$ cat src/rtl/ps2_keyboard_commander_pkg.sv
`default_nettype none
// +----------------------------------------------------------------------------+
// | ps2_keyboard_commander_pkg                                                 |
// | PS/2 host command/response byte codes, sequencer states, sizing helpers.   |
// | Revision: 1.0                                                              |
// +----------------------------------------------------------------------------+
package ps2_keyboard_commander_pkg;

  localparam logic [7:0] PS2CMD_SETLEDS = 8'hED;
  localparam logic [7:0] PS2CMD_RESET   = 8'hFF;

  localparam logic [7:0] PS2RSP_ACK     = 8'hFA;
  localparam logic [7:0] PS2RSP_RESEND  = 8'hFE;
  localparam logic [7:0] PS2RSP_BATOK   = 8'hAA;
  localparam logic [7:0] PS2RSP_BATFAIL = 8'hFC;

  typedef enum logic [2:0] {
    ST_IDLE      = 3'd0,
    ST_SEND      = 3'd1,
    ST_WAIT_SENT = 3'd2,
    ST_WAIT_ACK  = 3'd3,
    ST_WAIT_BAT  = 3'd4,
    ST_FINISH    = 3'd5,
    ST_FAIL      = 3'd6
  } state_t;

  // Shared timer must reach the larger of the two terminal counts.
  function automatic int timer_width(input int ack_cycles, input int bat_cycles);
    int m;
    int w;
    m = (ack_cycles > bat_cycles) ? ack_cycles : bat_cycles;
    w = $clog2(m);
    return (w < 1) ? 1 : w;
  endfunction

  function automatic int retry_width(input int max_retries);
    int w;
    w = $clog2(max_retries + 1);
    return (w < 1) ? 1 : w;
  endfunction

endpackage
`default_nettype wire

$ cat src/rtl/ps2_response_timer.sv
`default_nettype none
// +----------------------------------------------------------------------------+
// | ps2_response_timer                                                         |
// | Clear/enable saturating counter with a terminal-count compare input.       |
// | Revision: 1.0                                                              |
// +----------------------------------------------------------------------------+
module ps2_response_timer #(
  parameter int WIDTH = 8
) (
  input  logic             clk,
  input  logic             rst,
  input  logic             clear,
  input  logic             enable,
  input  logic [WIDTH-1:0] terminal,
  output logic             hit
);

  logic [WIDTH-1:0] count_q;
  logic [WIDTH-1:0] count_d;

  always_comb begin
    count_d = count_q;
    if (clear) begin
      count_d = '0;
    end else if (enable && (count_q != {WIDTH{1'b1}})) begin
      count_d = count_q + 1'b1;
    end
  end

  always_ff @(posedge clk) begin
    if (rst) begin
      count_q <= '0;
    end else begin
      count_q <= count_d;
    end
  end

  assign hit = (count_q == terminal);

endmodule
`default_nettype wire

$ cat src/rtl/ps2_keyboard_commander.sv
`default_nettype none
// +----------------------------------------------------------------------------+
// | ps2_keyboard_commander                                                     |
// | Issues LED-set / reset command sequences to a PS/2 keyboard and consumes   |
// | its ack/resend/self-test responses.                                        |
// | Revision: 1.0                                                              |
// +----------------------------------------------------------------------------+
module ps2_keyboard_commander
  import ps2_keyboard_commander_pkg::*;
#(
  parameter int ACK_TIMEOUT_CYCLES = 1000000,
  parameter int BAT_TIMEOUT_CYCLES = 50000000,
  parameter int MAX_RETRIES        = 3
) (
  input  logic       CLOCK_50,
  input  logic       resetn,
  input  logic       requestLeds,
  input  logic [2:0] ledMask,
  input  logic       requestReset,
  output logic [7:0] commandToSend,
  output logic       sendCommand,
  input  logic       commandWasSent,
  input  logic       errorCommunicationTimedOut,
  input  logic [7:0] recievedData,
  input  logic       recievedNewData,
  output logic       busy,
  output logic       responseFilter,
  output logic       done,
  output logic       error
);

  localparam int TW = timer_width(ACK_TIMEOUT_CYCLES, BAT_TIMEOUT_CYCLES);
  localparam int RW = retry_width(MAX_RETRIES);

  localparam logic [TW-1:0] ACK_TC      = TW'(ACK_TIMEOUT_CYCLES - 1);
  localparam logic [TW-1:0] BAT_TC      = TW'(BAT_TIMEOUT_CYCLES - 1);
  localparam logic [RW-1:0] RETRY_LIMIT = RW'(MAX_RETRIES);

  state_t        state_q, state_d;
  logic [7:0]    cmd_q, cmd_d;
  logic          send_q, send_d;
  logic          byte_idx_q, byte_idx_d;
  logic          is_reset_q, is_reset_d;
  logic [2:0]    mask_q, mask_d;
  logic [RW-1:0] retry_q, retry_d;

  logic          timer_clear;
  logic          timer_enable;
  logic          timer_hit;
  logic [TW-1:0] timer_terminal;
  logic          retry_req;
  logic          last_byte;

  assign timer_terminal = (state_q == ST_WAIT_BAT) ? BAT_TC : ACK_TC;
  // A reset sequence has a single byte; an LED sequence ends on its second.
  assign last_byte      = is_reset_q | byte_idx_q;

  ps2_response_timer #(
    .WIDTH (TW)
  ) u_timer (
    .clk      (CLOCK_50),
    .rst      (resetn),
    .clear    (timer_clear),
    .enable   (timer_enable),
    .terminal (timer_terminal),
    .hit      (timer_hit)
  );

  always_comb begin
    state_d      = state_q;
    cmd_d        = cmd_q;
    send_d       = send_q;
    byte_idx_d   = byte_idx_q;
    is_reset_d   = is_reset_q;
    mask_d       = mask_q;
    retry_d      = retry_q;
    timer_clear  = 1'b0;
    timer_enable = 1'b0;
    retry_req    = 1'b0;

    case (state_q)
      ST_IDLE: begin
        send_d = 1'b0;
        if (requestReset) begin
          is_reset_d = 1'b1;
          byte_idx_d = 1'b0;
          retry_d    = '0;
          cmd_d      = PS2CMD_RESET;
          send_d     = 1'b1;
          state_d    = ST_SEND;
        end else if (requestLeds) begin
          is_reset_d = 1'b0;
          mask_d     = ledMask;
          byte_idx_d = 1'b0;
          retry_d    = '0;
          cmd_d      = PS2CMD_SETLEDS;
          send_d     = 1'b1;
          state_d    = ST_SEND;
        end
      end

      ST_SEND: begin
        send_d  = 1'b1;
        state_d = ST_WAIT_SENT;
      end

      ST_WAIT_SENT: begin
        if (errorCommunicationTimedOut) begin
          send_d  = 1'b0;
          state_d = ST_FAIL;
        end else if (commandWasSent) begin
          send_d      = 1'b0;
          timer_clear = 1'b1;
          state_d     = ST_WAIT_ACK;
        end
      end

      ST_WAIT_ACK: begin
        timer_enable = 1'b1;
        // A real response wins over a timeout landing in the same cycle.
        if (recievedNewData && (recievedData == PS2RSP_ACK)) begin
          if (last_byte) begin
            if (is_reset_q) begin
              timer_clear = 1'b1;
              state_d     = ST_WAIT_BAT;
            end else begin
              state_d = ST_FINISH;
            end
          end else begin
            byte_idx_d = 1'b1;
            retry_d    = '0;
            cmd_d      = {5'b00000, mask_q};
            state_d    = ST_SEND;
          end
        end else if (recievedNewData && (recievedData == PS2RSP_RESEND)) begin
          retry_req = 1'b1;
        end else if (timer_hit) begin
          retry_req = 1'b1;
        end
      end

      ST_WAIT_BAT: begin
        timer_enable = 1'b1;
        if (recievedNewData && (recievedData == PS2RSP_BATOK)) begin
          state_d = ST_FINISH;
        end else if ((recievedNewData && (recievedData == PS2RSP_BATFAIL)) || timer_hit) begin
          state_d = ST_FAIL;
        end
      end

      ST_FINISH: begin
        send_d  = 1'b0;
        state_d = ST_IDLE;
      end

      ST_FAIL: begin
        send_d  = 1'b0;
        state_d = ST_IDLE;
      end

      default: begin
        send_d  = 1'b0;
        state_d = ST_IDLE;
      end
    endcase

    if (retry_req) begin
      if (retry_q < RETRY_LIMIT) begin
        retry_d = retry_q + 1'b1;
        state_d = ST_SEND;
      end else begin
        state_d = ST_FAIL;
      end
    end
  end

  always_ff @(posedge CLOCK_50) begin
    if (resetn) begin
      state_q    <= ST_IDLE;
      cmd_q      <= 8'h00;
      send_q     <= 1'b0;
      byte_idx_q <= 1'b0;
      is_reset_q <= 1'b0;
      mask_q     <= 3'b000;
      retry_q    <= '0;
    end else begin
      state_q    <= state_d;
      cmd_q      <= cmd_d;
      send_q     <= send_d;
      byte_idx_q <= byte_idx_d;
      is_reset_q <= is_reset_d;
      mask_q     <= mask_d;
      retry_q    <= retry_d;
    end
  end

  assign commandToSend  = cmd_q;
  assign sendCommand    = send_q;
  assign busy           = (state_q != ST_IDLE) && (state_q != ST_FINISH) && (state_q != ST_FAIL);
  assign responseFilter = busy;
  assign done           = (state_q == ST_FINISH);
  assign error          = (state_q == ST_FAIL);

endmodule
`default_nettype wire

$ cat config.mk
export PLATFORM = sky130hd
export DESIGN_NAME = ps2_keyboard_commander
export DESIGN_NICKNAME = d
export VERILOG_FILES = /design/src/rtl/ps2_keyboard_commander_pkg.sv /design/src/rtl/ps2_response_timer.sv /design/src/rtl/ps2_keyboard_commander.sv
export SDC_FILE = /design/constraint.sdc
export NUM_CORES = 1
export LEC_CHECK = 0
export CELL_PAD_IN_SITES_DETAIL_PLACEMENT = 0
export CELL_PAD_IN_SITES_GLOBAL_PLACEMENT = 1
export CORE_UTILIZATION = 46
export DETAILED_ROUTE_END_ITERATION = 6
export PLACE_DENSITY = 0.91
export SYNTH_ARGS = -nofsm -noshare
export SYNTH_HDL_FRONTEND = slang
export SYNTH_HIERARCHICAL = 1
export SYNTH_SLANG_ARGS = --single-unit
$ cat constraint.sdc
create_clock -name CLOCK_50 -period 4.9 [get_ports CLOCK_50]
set_input_delay 0.49 -clock CLOCK_50 [delete_from_list [all_inputs] [get_ports CLOCK_50]]
set_output_delay 0.49 -clock CLOCK_50 [all_outputs]
set_load 0.01 [all_outputs]
==> results.yml <==
floorplanning:
  die_h_um: 78.7
  io_pins: 31
  fp.coreArea_mm2: 0.00557
  rows: 27
  start_util: 0.485
  die-area_mm2: 0.00619
  dieWidth_um: 78.7
cells_and_area:
  mostFrequentLayoutCells: "42 x dfxtp_1, 30 x clkdlybuf4s50_1, 26 x nor2_1, 25 x nand2_1, 21 x xor2_1"
  nets: 367
  syn_to_final_growth_pct: 15.2
  drive_gt1_frac: 0.101
  diodes: 0
  final_common_cell: "dfxtp_1"
  fin_util: 0.559
critical_path:
  cp-end-kind: "flop"
  crit_top_cell: "nor4_1"
  cp_cell_sequence: "inv_2 -> nor3_4 -> inv_1 -> xor2_1 -> nor4_1 -> nand3_1 -> nor4_1 -> and4bb_1 -> o21ai_2 -> o311a_2 -> a21bo_1 -> a211oi_2"
  cp_top_family: "simple AND/OR/NAND/NOR gates"
  crit_buf_inv: 2
  arrival_ps: 3890
  required_ps: 5120
  worstSetupPathType: "reg2reg"
  timing.reg2reg.setup_slack_ps: 1230
  slowest_stage: "nor3_4"
  cp-start-kind: "flop"
  max_stage_delay_ps: 560
  cp_max_fo: 12
sta:
  grt_setup_unrepaired: "no"
  fin_crit_ps: 3670
  tightest_slew_ps: 804
  finalCritPeriodShare: 0.748
  fmax_mhz: 273
  finalClockSkew_ps: 3.83
  slew_headroom: 0.460
  drv_slew: 0
  hold_violations: 0
  setup_viol: 0
  fin_setup_tns_ps: 0
synth:
  synth-seq-cells: 42
  syn_area_mm2: 0.00270
  synthCells: 314
  ys.flop_type: "dfxtp_1"
  ys_seq_area_frac: 0.311
  syn_avg_cell_area_um2: 8.61
  synth_area_leaders: "dfxtp_1 31%, xor2_1 6.8%, xnor2_1 4.9%, a21oi_1 3.7%, nor2_1 3.6%"
  yosys.cell_types.count: 70
  ys_warn_count: 6
  yosysTopAreaCellShare: 0.311
  synth_edf_count: 0
  synth_top_cell_by_area: "dfxtp_1"
  synthArstFlopShare: 0
clocking:
  cts_max_level: 2
  clock_path_buffers: 2
  cts_setup_buffers: 0
  cts-resized-gates: 0
  path_clk_slew_ps: 90
  cts_made_buffers: 5
  cts_tree: "done"
  cts_root_buf: "clkbuf_8"
  holdBufCountCts: 0
  cts.sinks: 42
  clk_latency_ps: 300
grt:
  overflow: 0
  grt_usage: 0.231
  antenna_found_initial: 0
  grt_start_max_net_pins: 23
  grt_first_pass_wirelength_um: 11200
  grt_pass1_vias: 2283
route:
  firstDrtPassIters: 5
  via_per_inst: 5.97
  initialDrtViolationCount: 249
  route.vias.total: 2509
  drc: 0
  drt-total-wl_um: 6550
  drtAntennaViolNets: 0
  avgRoutedWirePerCell_um: 15.6
placement:
  port-buffer-count: 30
  dp_hpwl_um: 4870
  place_congestion: 0.850
pwr:
  peakVddDrop_uv: 247
  power_density_mw_per_mm2: 377
  leakage_nw: 1.17
worst_hold_path:
  hold_class: "reg2reg"
run:
  max-cap-violations: 0
outcome:
  status: "finished, final reports clean"
-- per-stage QoR --
step	hold slack (ps)	worst slack (ps)	instances	cell area [um2]	power, mW
global route	468	939	420	3120	1.26
detailed placement	446	1260	412	3020	0.944
global placement	444	1460	412	3020	0.939
finish	453	1230	420	3120	1.17
floorplan	450	1790	326	2750	0.798
CTS	459	1260	420	3120	1.18
-- layout make-up --
type / count / area [um2]
fillers: 544 / 2460
multi-input cells: 262 / 1770
flip-flops and latches: 42 / 841
repair buffers: 30 / 300
well taps: 72 / 90.1
clock buffers: 5 / 68.8
clock inverters: 3 / 25.0
inverters: 6 / 22.5
-- cells by family (layout without fill, tap and decap cells) --
family / count (synthesis) / in the layout / share of synthesized area
adders and majority gates: 2 / 2 / 0.00925
AOI/OAI and AO/OA: 75 / 75 / 0.194
and+or+nand+nor: 132 / 132 / 0.304
buffers and inverters: 22 / 44 / 0.0518
other: 2 / 14 / 0.00278
DFF: 42 / 42 / 0.311
xor gates and xnor gates: 36 / 36 / 0.117
muxes: 3 / 3 / 0.0111
-- cell usage after synthesis, types with 3 or more instances --
library cell and instances:
o21ai_0 6, nand4b_1 3, buf_2 4, mux2i_1 3, buf_4 6, o21ai_1 5, or3_1 4, nor2_1 26
nand4_1 10, nand3_1 14, and3_1 4, nor4_1 7, a31oi_1 5, nor3_1 7, a21oi_1 20, inv_1 5
xor2_1 21, and4_1 4, xnor2_1 15, or4_1 4, o31ai_1 7, a211oi_1 4, dfxtp_1 42, nand2_1 25
-- path summary, 6_finish.rpt --
| kind | startpoint | endpoint | cells after the start |
|---|---|---|---|
| setup / recovery | state_q[2] | state_q[0] | 12 |
| hold / removal | commandToSend[2] | commandToSend[2] | 2 |
| setup reg to reg | state_q[2] | state_q[0] | 12 |
| hold reg to reg | commandToSend[2] | commandToSend[2] | 2 |
-- registers in the layout, summed over array words and instances, names as in the netlist --
register,count
state_q,3
retry_q,2
u_timer/count_q,26
is_reset_q,1
byte_idx_q,1
mask_q,3
commandToSend,5
sendCommand,1
-- power by group --
part | internal [mW] | switching [mW] | leakage, nW
Clock | 0.103 | 0.134 | 0.0447
Sequential | 0.388 | 0.0659 | 0.341
Combinational | 0.233 | 0.250 | 0.789
Total | 0.725 | 0.450 | 1.17
-- worst min-delay path: cells and delay by family, from the launching register on --
family,cells,cell delay [ps]
AO/OA/AOI/OAI,1,50
flip-flops,1,320
AND/OR/NAND/NOR,1,50
-- layer usage --
layer  share of wire  GRT usage  vias up
met4          0.0079     0.0537        0
met3           0.056     0.0558        6
met5               0          0        -
met1            0.47      0.321     1183
met2            0.47      0.357       83
li1                -          -     1237
Power figures use the tool's default switching activity.
